[src/rtl/l2_bus_adapter.sv]
// l2_bus_adapter: turns word-at-a-time L2 requests into single handshaked memory transactions.
// Optional macro BUS_L2_TIMEOUT_EN adds a BUSY-cycle watchdog that forces L2_ERROR.
package l2_bus_adapter_pkg;
  typedef enum logic [1:0] {
    L2_FREE   = 2'd0,
    L2_BUSY   = 2'd1,
    L2_ACCESS = 2'd2,
    L2_ERROR  = 2'd3
  } l2_state_t;
endpackage

module l2_bus_adapter
  import l2_bus_adapter_pkg::*;
#(
  parameter int unsigned ADDR_W         = 32,
  parameter int unsigned WORD_W         = 32,
  parameter int unsigned TIMEOUT_CYCLES = 64
) (
  input  logic                CLK,
  input  logic                RST,
  input  logic                l2REN,
  input  logic                l2WEN,
  input  logic [ADDR_W-1:0]   l2addr,
  input  logic [2*WORD_W-1:0] l2store,
  output logic [WORD_W-1:0]   l2load,
  output l2_state_t           l2state,
  output logic                mem_req,
  output logic                mem_wen,
  output logic [ADDR_W-1:0]   mem_addr,
  output logic [WORD_W-1:0]   mem_wdata,
  input  logic [WORD_W-1:0]   mem_rdata,
  input  logic                mem_ready,
  input  logic                mem_err
);

  l2_state_t           state_q, state_d;
  logic                req_q, req_d;
  logic                wen_q, wen_d;
  logic [ADDR_W-1:0]   addr_q, addr_d;
  logic [WORD_W-1:0]   wdata_q, wdata_d;
  logic [WORD_W-1:0]   load_q, load_d;
  logic                req_any;
  logic                unused_bits;

  assign req_any     = l2REN | l2WEN;
  // Byte offset is implied by word alignment; timeout depth only matters with the watchdog.
  assign unused_bits = ^{l2addr[1:0], 1'(TIMEOUT_CYCLES)};

`ifdef BUS_L2_TIMEOUT_EN
  localparam int unsigned CntW = (TIMEOUT_CYCLES > 2) ? $clog2(TIMEOUT_CYCLES) : 1;
  logic [CntW-1:0] tmo_q, tmo_d;
  logic            tmo_hit;

  assign tmo_hit = (tmo_q == CntW'(TIMEOUT_CYCLES - 1));
`endif

  always_comb begin
    state_d = state_q;
    req_d   = req_q;
    wen_d   = wen_q;
    addr_d  = addr_q;
    wdata_d = wdata_q;
    load_d  = load_q;
`ifdef BUS_L2_TIMEOUT_EN
    tmo_d   = (state_q == L2_BUSY) ? tmo_q + 1'b1 : '0;
`endif
    unique case (state_q)
      L2_FREE: begin
        if (req_any) begin
          state_d = L2_BUSY;
          req_d   = 1'b1;
          wen_d   = l2WEN;
          addr_d  = {l2addr[ADDR_W-1:2], 2'b00};
          wdata_d = l2addr[2] ? l2store[2*WORD_W-1:WORD_W] : l2store[WORD_W-1:0];
        end
      end
      L2_BUSY: begin
        if (mem_ready) begin
          req_d = 1'b0;
          // An aborted request still completes on the bus but reports nothing upstream.
          if (!req_any) begin
            state_d = L2_FREE;
          end else if (mem_err) begin
            state_d = L2_ERROR;
          end else begin
            state_d = L2_ACCESS;
            if (!wen_q) load_d = mem_rdata;
          end
        end
`ifdef BUS_L2_TIMEOUT_EN
        else if (tmo_hit) begin
          req_d   = 1'b0;
          state_d = L2_ERROR;
        end
`endif
      end
      L2_ACCESS: state_d = L2_FREE;
      L2_ERROR: begin
        if (!req_any) state_d = L2_FREE;
      end
      default: state_d = L2_FREE;
    endcase
  end

  always_ff @(posedge CLK or posedge RST) begin
    if (RST) begin
      state_q <= L2_FREE;
      req_q   <= 1'b0;
      wen_q   <= 1'b0;
      addr_q  <= '0;
      wdata_q <= '0;
      load_q  <= '0;
    end else begin
      state_q <= state_d;
      req_q   <= req_d;
      wen_q   <= wen_d;
      addr_q  <= addr_d;
      wdata_q <= wdata_d;
      load_q  <= load_d;
    end
  end

`ifdef BUS_L2_TIMEOUT_EN
  always_ff @(posedge CLK or posedge RST) begin
    if (RST) tmo_q <= '0;
    else     tmo_q <= tmo_d;
  end
`endif

  assign l2state   = state_q;
  assign l2load    = load_q;
  assign mem_req   = req_q;
  assign mem_wen   = wen_q;
  assign mem_addr  = addr_q;
  assign mem_wdata = wdata_q;

endmodule

[config.mk]
export PLATFORM = sky130hd
export DESIGN_NAME = l2_bus_adapter
export DESIGN_NICKNAME = d
export VERILOG_FILES = /design/src/rtl/l2_bus_adapter.sv
export SDC_FILE = /design/constraint.sdc
export NUM_CORES = 1
export LEC_CHECK = 0
export BUFFER_PORTS_ARGS = -buffer_cell sky130_fd_sc_hd__buf_2
export CORE_ASPECT_RATIO = 1.5
export CORE_MARGIN = 2
export CORE_UTILIZATION = 45
export DETAILED_ROUTE_END_ITERATION = 16
export HOLD_SLACK_MARGIN = 0.03
export PLACE_DENSITY = 0.9
export SYNTH_ARGS = -nofsm -noshare
export SYNTH_HDL_FRONTEND = slang
export SYNTH_SLANG_ARGS = --single-unit
[constraint.sdc]
create_clock -name CLK -period 4.8 [get_ports CLK]
set_input_delay 0.24 -clock CLK [delete_from_list [all_inputs] [get_ports CLK]]
set_output_delay 0.24 -clock CLK [all_outputs]
set_load 0.03 [all_outputs]
# Word-level counts from Yosys, hierarchy flattened

Cells that the tools add are included.

Reduce and logical (&&, ||, !) cells: 6
Bitwise logic cells: 3
Mux-type cells: 10
Eq/ne operators: 6

Operators by type and width:

| operator             | count |
|---|---|
| $mux W32             | 1 |
| $mux W2              | 4 |
| $pmux W2 S4          | 1 |
| $ne A2 B2 Y1 const B | 3 |
| $reduce_and A3 Y1    | 2 |
| $reduce_and A5 Y1    | 1 |
| $eq A2 B2 Y1 const B | 2 |
| $mux W1              | 3 |
| $eq A2 B1 Y1 const B | 1 |
| $logic_not A2 Y1     | 1 |
| $not A1 Y1           | 2 |
| $pmux W1 S2          | 1 |
| $reduce_and A2 Y1    | 1 |
| $reduce_bool A2 Y1   | 1 |
| $or A1 B1 Y1         | 1 |

Register bits: 98
Output and inout bits: 100
Input bits: 134

# Depth between registers and ports, before layout

Gate-level depths: netlist of the first run.

Word-level depth: 4
Mapped depth: 5

# Worst setup path before layout of the first run

Ideal clock, no wire load.

Kind: reg-to-reg
From: register state_q[1] (netlist: l2state[1])
To: register load_q[0] (netlist: l2load[0])
Library setup time: 125 ps
Buffers on the path: 2
Data required time: 4675 ps
Arrival time: 1719 ps
Path slack: 2956 ps
Stages on the path, launching flop included: 6
Cell sequence: dfrtp_1 nand3b_1 or4_1 buf_6 buf_12 mux2_4

Word-level cells in the longest chain between the ends: 2

Ends and longest elaborated chain:

| element                            | RTL line | RTL |
|---|---|---|
| start, declared                    | 36       | `l2_state_t state_q, state_d;` |
| start signal, assigned             | 114      | `state_q <= state_d;` |
| $eq A2 B1 Y1                       | 67       | `unique case (state_q)` |
| $reduce_and A5 Y1 (no source line) | --       |  |
| end signal, assigned               | 119      | `load_q <= load_d;` |
| end, declared                      | 41       | `logic [WORD_W-1:0] load_q, load_d;` |

Every way passes these cells.
A chain may end at the register's enable or synchronous reset.

# Worst setup path after layout of the first run

From: register state_q[1] (netlist: l2state[1])
To: register load_q[29] (netlist: l2load[29])

Same word-level chain as after synthesis.

==> results.toml, run 1 <==
[global_routing]
grt_pass1_vias = 3065
grt_pass1_wl_um = 14200
antenna_found_initial = 0
grt_overflow = 0
track_usage = 0.175
grt_max_degree = 55

[worst_setup_path]
max_stage_delay_ns = 1.04
critPathCaptureType = "flip-flop"
startpoint_type = "flip-flop"
critPathArrivalTime_ns = 2.50
critPathMaxFanout = 32
critical_path_class = "reg -> reg"
crit_chain = "nand3b_1, or4_2, mux2_4"
cpMaxStageDelayCell = "or4_2"
cp_data_required_time_ns = 5.01

[logic_synthesis]
synth.avg_cell_area_um2 = 16.4
synth-main-ff-cell = "dfrtp_1"
ys_warn_count = 0
yosys.area.top_type = "dfrtp_1"
synthArstFlopShare = 1.00
synth_top_area_frac = 0.583
yosysMostFrequentCell = "dfrtp_1"
synth_area_um2 = 4200
synth_edf_count = 0
synthTopCellsByArea = "dfrtp_1 58%, mux2_2 26%, mux2_4 11%"
synth-seq-cells = 98
ys_seq_area_frac = 0.583
syn_inst = 257
synth_cell_type_count = 18
synth_commonest_cells = "98 x dfrtp_1, 97 x mux2_2, 30 x mux2_4, 6 x buf_2, 5 x nor2_1"

[floorplanning]
coreArea_um2 = 9150
io_pins = 234
dieHeight_um = 122
dieWidth_um = 82.9
rows = 43
die_area_um2 = 10100
start_util = 0.460

[layout]
layout-drive-gt1-share = 0.767
nets = 619
num_antenna_cells = 0
num-fill-cells = 725
fin_util = 0.627
stdcell_count = 602
area_growth_pct = 36.3

[clock_tree]
clock_path_buffers = 2
clock_sinks = 98
numCtsBuffers = 9
cts-root-buf = "clkbuf_16"
cts_max_level = 3
clock_latency_ns = 0.34
cts_tree = "done"
post_cts_buffers = 0
clk_pin_slew_worst_paths_ns = 0.07

[route]
viasPerCell = 4.81
dr_total_vias = 2896
drtIter0Drc = 83
drc = 0
final_antenna_net_count = 0
wl_um = 8950
first_pass_iters = 4
wl_per_cell_um = 14.9

[run_status]
status = "finished clean"

[timing]
drv_slew = 0
final_hold_viol_count = 0
rsz0062_at_grt = "no"
layout_setup_ws_ns = 2.51
min_period_ns = 2.29
worst_slew_pin_slew_ns = 0.971
max_freq_mhz = 437
finalSetupTns_ns = 0
fin_crit_sh = 0.477
hold_slack_ns = 0.132
maxSlewHeadroom = 0.350
finClkSkew_ns = 0.0107
setup_violations = 0

[pwr]
leakage_nw = 2.98
vdd_drop_max_mv = 0.474
p_per_area_nw_per_um2 = 760

[placed_design]
dp_hpwl_um = 7020
dp_slack_ns = 2.54
gp_congestion = 0.749
port_buffers = 229
dp.cells = 585

[min_path]
min_path_type = "in -> reg"

[flow_run]
max_cap_violations = 0
==> logic make-up after synthesis <==
family / synth area share
muxes: 0.367
DFF: 0.583
buffers and inverters: 0.0321
and+or+nand+nor: 0.0107
AOI/OAI and AO/OA: 0.00595
other: 0.000892
==> report_power, final <==
part           leakage [nW]  switching (mW)  internal (mW)  total, mW
clock network         0.156           0.293          0.474      0.766
registers              1.16           0.214           1.24       1.46
logic                  1.66            1.30          0.832       2.13
total                  2.98            1.81           2.55       4.36
==> flip-flops by register name, indices dropped and copies added, names as in the netlist <==
register   cells
l2load        32
mem_wdata     32
mem_addr      30
l2state        2
mem_req        1
mem_wen        1
==> critical path: cells and delay by family (launching register included) <==
| kind | cells | cell delay [ns] |
|---|---|---|
| flip-flops | 1 | 0.44 |
| AND/OR/NAND/NOR | 2 | 1.26 |
| multiplexers | 1 | 0.46 |
==> final cells by class <==
type                       count  area [um^2]  share of cell area
timing repair buffer         232         1170               0.204
multi-input combinational    143         1630               0.285
clock buffer                  11          243              0.0424
clock inverter                 5         85.1              0.0148
tap                          112          140              0.0245
inverter                       1         6.26             0.00109
sequential                    98         2450               0.428
==> metrics by stage <==
step | cell area (um^2) | total power, mW
floorplan | 4210 | 3.00
global placement | 5390 | 3.54
detailed placement | 5390 | 3.63
CTS | 5730 | 4.41
global route | 5730 | 4.57
finish | 5730 | 4.36
==> metal layers <==
metal  vias up  share of wire  track usage
li1       1362              -            -
met1      1387           0.35        0.186
met2       134           0.57        0.334
met3        13          0.065       0.0309
met4         0          0.018       0.0799
met5         -              0            0
==> timing repair <==
item,4_1_cts,5_1_grt
endpoints found under the setup margin,0,0
hold buffers,1,0
endpoints found under the hold margin,44,0
resized for setup,0,0
==> path summary, 6_finish.rpt <==
path | slack (ns) | cells past startpoint | to | start
max | 2.51 | 3 | l2load[29] | l2state[1]
min | 0.13 | 2 | l2load[27] | mem_rdata[27]
max reg2reg | 2.51 | 3 | l2load[29] | l2state[1]
min reg2reg | 0.47 | 2 | mem_req | mem_req
max in group asynchronous | 3.21 | 4 | l2load[29] | RST
min in group asynchronous | 0.52 | 3 | l2load[7] | RST
==> layout by cell type, fill, tap and decap left out <==
cell,n
a22o_1,1
buf_2,229
buf_4,2
bufinv_16,2
clkbuf_1,1
clkbuf_16,9
clkbuf_8,1
clkinv_4,1
clkinvlp_4,1
conb_1,2
dfrtp_1,98
dlygate4sd3_1,1
inv_4,1
inv_6,1
mux2_2,97
mux2_4,30
nand2_1,3
nand3b_1,1
nor2_1,5
o21ai_0,1
o21ai_4,1
o22ai_1,1
or4_2,1
(Power assumes the default switching activity.)
==> run 2, diff against run 1 <==
--- a/config.mk
+++ b/config.mk
@@ -5,6 +5,7 @@
 export SDC_FILE = /design/constraint.sdc
 export NUM_CORES = 1
 export LEC_CHECK = 0
+export ABC_AREA = 1
 export BUFFER_PORTS_ARGS = -buffer_cell sky130_fd_sc_hd__buf_2
 export CORE_ASPECT_RATIO = 1.5
 export CORE_MARGIN = 2
==> constraint.sdc (replaced) <==
create_clock -name CLK -period 2.2 [get_ports CLK]
set_input_delay 0.11 -clock CLK [delete_from_list [all_inputs] [get_ports CLK]]
set_output_delay 0.11 -clock CLK [all_outputs]
set_load 0.03 [all_outputs]
==> run 2 against run 1 <==
Power increased by 110%. Sequential share of layout area decreased by 4.0 points. Worst hold slack got worse by 0.086 ns. Core utilization increased by 5.3 points. Clock skew decreased by 0.00063 ns. Clock-buffer cell count decreased by 2. Routed wire length increased by 42%. Critical path type unchanged. Critical endpoint is now mem_addr[2].
==> results.toml, run 2 <==
[logic_synthesis]
synth_fa_ha_area_frac = 0
synth_commonest_cells = "349 x nand2_1, 98 x dfrtp_1, 33 x nand3_1, 17 x buf_2, 9 x buf_6"
synth-seq-cells = 98
yosysMostFrequentCell = "nand2_1"
synthTopCellsByArea = "dfrtp_1 57%, nand2_1 30%, nand3_1 3.8%"
yosys.area_share.simple = 0.367
synth-main-ff-cell = "dfrtp_1"
synth_top_family_by_area = "simple AND/OR/NAND/NOR gates"
syn_inst = 535
synth_edf_count = 0
synth_compound_gate_area_share = 0.00754
synth_cell_type_count = 19
synth_xor_area_frac = 0
ys_warn_count = 0
synthArstFlopShare = 1.00
ys_seq_area_frac = 0.568
synth_mux_area_frac = 0
synth_area_um2 = 4310
synth_top_area_frac = 0.568
synth.avg_cell_area_um2 = 8.06
yosys.area.top_type = "dfrtp_1"

[timing]
finClkSkew_ns = 0.0100
setup_violations = 0
final_hold_viol_count = 0
fin_crit_sh = 0.686
finalSetupTns_ns = 0
rsz0062_at_grt = "no"
drv_slew = 0
max_freq_mhz = 663
min_period_ns = 1.51

[clock_tree]
cts_max_level = 3
post_cts_buffers = 0
numCtsBuffers = 9
cts_tree = "done"
clock_path_buffers = 2
cts-root-buf = "clkbuf_16"
clock_sinks = 98
ctsResizeCount = 0
clk_pin_slew_worst_paths_ns = 0.07
clock_latency_ns = 0.34
cts_hold_buffers = 55

[floorplanning]
start_util = 0.464
rows = 43
die_area_um2 = 10400
dieHeight_um = 124
dieWidth_um = 83.9
io_pins = 234
coreArea_um2 = 9310

[global_routing]
grt_overflow = 0
grt_pass1_wl_um = 19800
grt_pass1_vias = 4235
grt_max_degree = 87
antenna_found_initial = 0
track_usage = 0.243

[worst_setup_path]
r2r_start = "l2state[0]"
startpoint_type = "flip-flop"
crit_family = "buffers and inverters"
cp_num_buf_inv = 2
critPathArrivalTime_ns = 1.72
cpMaxStageDelayCell = "dfrtp_1"
max_stage_delay_ns = 0.42
crit_chain = "inv_2, nand3_4, buf_4, nand2_1, o21ai_0"
cp-startpoint = "l2state[0]"
critical_path_class = "reg -> reg"
critPathMaxFanout = 35
critPathCaptureType = "flip-flop"
cp_data_required_time_ns = 2.41

[placed_design]
gp_congestion = 0.803
dp_hpwl_um = 8100
placed_area_um2 = 5480
port_buffers = 229

[layout]
nets = 942
num_antenna_cells = 0
regArea_um2 = 2450
area_growth_pct = 46.7
final_common_cell = "nand2_1"
mostFrequentLayoutCells = "349 x nand2_1, 229 x buf_2, 98 x dfrtp_1"
layout-drive-gt1-share = 0.325
stdcell_area_um2 = 6330
multi_input_area_um2 = 1620
num-fill-cells = 773

[run_status]
status = "finished clean"

[pwr]
p_per_area_nw_per_um2 = 1450
vdd_drop_max_mv = 0.901
leakage_nw = 3.78

[route]
wl_um = 12700
viasPerCell = 4.82
drtIter0Drc = 215
dr_total_vias = 4456
drc = 0
final_antenna_net_count = 0
wl_per_cell_um = 13.8
first_pass_iters = 4

[flow_run]
max_cap_violations = 0

[min_path]
hp-start = "mem_rdata[5]"
min_path_type = "in -> reg"
==> run 2: cell types whose count changed after synthesis, moves of 3 or more <==
| cell | previous run | this run |
|---|---|---|
| mux2_4 | 30 | 0 |
| inv_2 | 0 | 3 |
| nor2_1 | 5 | 1 |
| o21ai_0 | 1 | 4 |
| mux2_2 | 97 | 0 |
| nand3_1 | 0 | 33 |
| nand2_1 | 3 | 349 |
| buf_2 | 6 | 17 |
| buf_6 | 1 | 9 |
| buf_12 | 3 | 0 |
| inv_1 | 1 | 6 |
==> run 2: path summary, 6_finish.rpt <==
kind | end | slack [ns] | depth (start not counted)
worst max-delay path | mem_addr[2] | 0.69 | 5
worst min-delay path | l2load[5] | 0.05 | 3
worst max register to register | mem_addr[2] | 0.69 | 5
worst min register to register | mem_wdata[28] | 0.46 | 2
max in group asynchronous | mem_wdata[2] | 1.13 | 4
min in group asynchronous | mem_addr[18] | 0.32 | 3
==> run 2: routing by layer <==
metal  track usage  vias up  part of all wire
met5             0        -                 0
met4         0.110        0             0.031
met3        0.0543       35             0.069
met2         0.432      239              0.52
met1         0.281     2019              0.38
li1              -     2163                 -
==> run 2: area by class of cell <==
class,instances,area share
Clock buffer,9,0.0356
Clock inverter,7,0.0121
Inverter,9,0.00593
Multi-Input combinational cell,399,0.256
Sequential cell,98,0.388
Tap cell,112,0.0221
Timing Repair Buffer,291,0.280
==> run 2: per-stage QoR <==
| step | total power, mW | cells | utilization | hold WS [ns] | worst slack, ns |
|---|---|---|---|---|---|
| 2_1_floorplan | 6.13 | 536 | - | 0.227 | 0.901 |
| 5_1_grt | 9.67 | 925 | 0.680 | 0.0417 | 0.552 |
| 4_1_cts | 9.14 | 925 | 0.680 | 0.0310 | 0.668 |
| 3_3_place_gp | 7.33 | 854 | 0.588 | 0.0892 | 0.690 |
| 3_5_place_dp | 7.47 | 854 | 0.588 | 0.101 | 0.671 |
| 6_report | 9.15 | 925 | 0.680 | 0.0457 | 0.692 |
==> run 2: logic make-up (layout without fill, tap and decap cells) <==
family,after synthesis,after routing
AOI/OAI and AO/OA,6,6
buffers and inverters,39,316
DFF,98,98
other,1,2
and+or+nand+nor,391,391
==> run 2: where the power goes <==
group / total (mW) / switching [mW] / internal (mW) / leakage [nW]
logic: 4.47 / 3.25 / 1.22 / 2.41
registers: 3.09 / 0.447 / 2.64 / 1.22
clock network: 1.59 / 0.696 / 0.894 / 0.148
==> run 2: worst reg2reg max path, cell delays in order (launching register included) <==
cell,delay (ns)
dfrtp_1,0.42
inv_2,0.12
nand3_4,0.30
buf_4,0.39
nand2_1,0.09
o21ai_0,0.07
==> run 3, diff against run 2 <==
--- a/config.mk
+++ b/config.mk
@@ -5,14 +5,14 @@
 export SDC_FILE = /design/constraint.sdc
 export NUM_CORES = 1
 export LEC_CHECK = 0
-export ABC_AREA = 1
+export ABC_AREA = 0
 export BUFFER_PORTS_ARGS = -buffer_cell sky130_fd_sc_hd__buf_2
 export CORE_ASPECT_RATIO = 1.5
 export CORE_MARGIN = 2
-export CORE_UTILIZATION = 45
+export CORE_UTILIZATION = 44
 export DETAILED_ROUTE_END_ITERATION = 16
 export HOLD_SLACK_MARGIN = 0.03
-export PLACE_DENSITY = 0.9
+export PLACE_DENSITY = 0.89
 export SYNTH_ARGS = -nofsm -noshare
 export SYNTH_HDL_FRONTEND = slang
 export SYNTH_SLANG_ARGS = --single-unit
==> constraint.sdc (replaced) <==
create_clock -name CLK -period 1.4 [get_ports CLK]
set_input_delay 0.07 -clock CLK [delete_from_list [all_inputs] [get_ports CLK]]
set_output_delay 0.07 -clock CLK [all_outputs]
set_load 0.03 [all_outputs]
==> run 3 against run 2 <==
Global-route usage fell by 1.5 points. Power rose by 76%. The flow now finishes with violations (negative setup slack). Flip-flop and latch count did not move.
==> results.toml, run 3 (same netlist as run 1, synthesis figures left out) <==
[placed_design]
port_buffers = 229
gp_congestion = 0.806
dp_hpwl_um = 7220

[pwr]
p_total_mw = 16.1
p_per_area_nw_per_um2 = 2380
leakage_nw = 3.45
vdd_drop_max_mv = 1.63

[route]
dr_total_vias = 3409
wl_um = 12000
drtIter0Drc = 123
drc = 0
final_antenna_net_count = 0
first_pass_iters = 4
viasPerCell = 4.95
wl_per_cell_um = 17.4

[worst_setup_path]
startpoint_type = "flip-flop"
cp_data_required_time_ns = 1.61
cpMaxStageDelayCell = "or4_4"
cp_num_buf_inv = 1
max_stage_delay_ns = 0.48
critPathCaptureType = "flip-flop"
crit_chain = "nand3b_1, or4_4, buf_12, mux2_4"
critical_path_class = "reg -> reg"
crit_family = "simple AND/OR/NAND/NOR gates"
critPathArrivalTime_ns = 1.88
critPathMaxFanout = 16

[floorplanning]
start_util = 0.454
die_area_um2 = 10400
dieHeight_um = 124
dieWidth_um = 83.8
rows = 43
coreArea_um2 = 9250
io_pins = 234

[clock_tree]
clk_pin_slew_worst_paths_ns = 0.06
cts-root-buf = "clkbuf_16"
clock_path_buffers = 2
clock_sinks = 98
clock_latency_ns = 0.33
cts_tree = "done"
cts_max_level = 3
numCtsBuffers = 9

[timing]
fin_crit_sh = 1.20
min_period_ns = 1.67
final_hold_viol_count = 0
finClkSkew_ns = 0.0100
rsz0062_at_grt = "yes"
setup_violations = 94
max_freq_mhz = 598
hold_slack_ns = 0.0431
drv_slew = 0
layout_setup_ws_ns = -0.273
worst_slew_pin_slew_ns = 0.514
maxSlewHeadroom = 0.657
finalSetupTns_ns = -13.46

[run_status]
status = "complete, but fails checks"
violations = "negative setup slack"

[global_routing]
antenna_found_initial = 0
grt_pass1_vias = 3781
grt_pass1_wl_um = 18200
grt_overflow = 0
grt_max_degree = 99
grt_util_met3 = 0.0570
track_usage = 0.228
grtUsageMet2 = 0.443
grt_use_met1 = 0.224
gr-max-usage-layer = "met2"

[layout]
num_antenna_cells = 0
nets = 705
area_growth_pct = 61.3
layout-drive-gt1-share = 0.700
final_common_cell = "buf_2"
mostFrequentLayoutCells = "229 x buf_2, 96 x mux2_2, 96 x dfrtp_1"

[flow_run]
max_cap_violations = 0

[min_path]
min_path_type = "in -> reg"
run 3: changes by cell type in the layout (fill, tap and decap cells not counted), moves of 7 or more:
cell | before | now
buf_16 | 0 | 7
dlygate4sd3_1 | 55 | 63
mux2_2 | 0 | 96
mux2_4 | 0 | 31
nand2_1 | 349 | 3
nand3_1 | 33 | 0
run 3: tightest hold or removal path: cells and delay by family:
| family | cells | cell delay, ns |
|---|---|---|
| compound gates | 1 | 0.11 |
| buf+inv | 1 | 0.10 |
| simple gates | 1 | 0.04 |
run 3: per-layer routing:
| layer | vias to the layer above | share of wire |
|---|---|---|
| met4 | 0 | 0.035 |
| met5 | - | 0 |
| li1 | 1537 | - |
| met1 | 1671 | 0.32 |
| met3 | 36 | 0.068 |
| met2 | 165 | 0.57 |
run 3: worst paths after layout:
path,start,end,slack [ns],depth (start not counted)
max in group asynchronous,RST,l2state[0],0.52,4
hold / removal,mem_err,l2state[0],0.04,3
min in group asynchronous,RST,l2load[0],0.44,4
setup reg to reg,l2state[1],l2load[1],-0.27,4
hold reg to reg,mem_wdata[11],mem_wdata[11],0.50,1
setup / recovery,l2state[1],l2load[1],-0.27,4
run 3: power breakdown:
part	internal, mW	switching (mW)
Sequential	4.28	0.794
Clock	1.44	1.03
Combinational	3.74	4.85
run 3: area by class of cell:
class,instances,area (um^2)
Tap cell,112,140
Sequential cell,98,2450
Timing Repair Buffer,318,2230
Inverter,1,7.51
Fill cell,596,2470
Multi-Input combinational cell,143,1650
Clock inverter,5,62.6
Clock buffer,11,243
run 3: timing repair:
item / CTS / global route
gates resized for setup: 12 / 3
setup buffers: 5 / 2
pin swaps: 1 / 1
cloned: 7 / 0
hold buffers: 63 / 0
setup endpoints to repair: 94 / 95
hold endpoints to repair: 161 / 0
run 3: stage by stage:
stage,worst slack [ns],util,instances,cell area [um^2]
floorplan,-0.381,-,258,4230
global placement,-0.382,0.598,595,5530
detailed placement,-0.406,0.598,595,5530
CTS,-0.271,0.729,686,6740
global route,-0.319,0.733,688,6780
finish,-0.273,0.733,688,6780
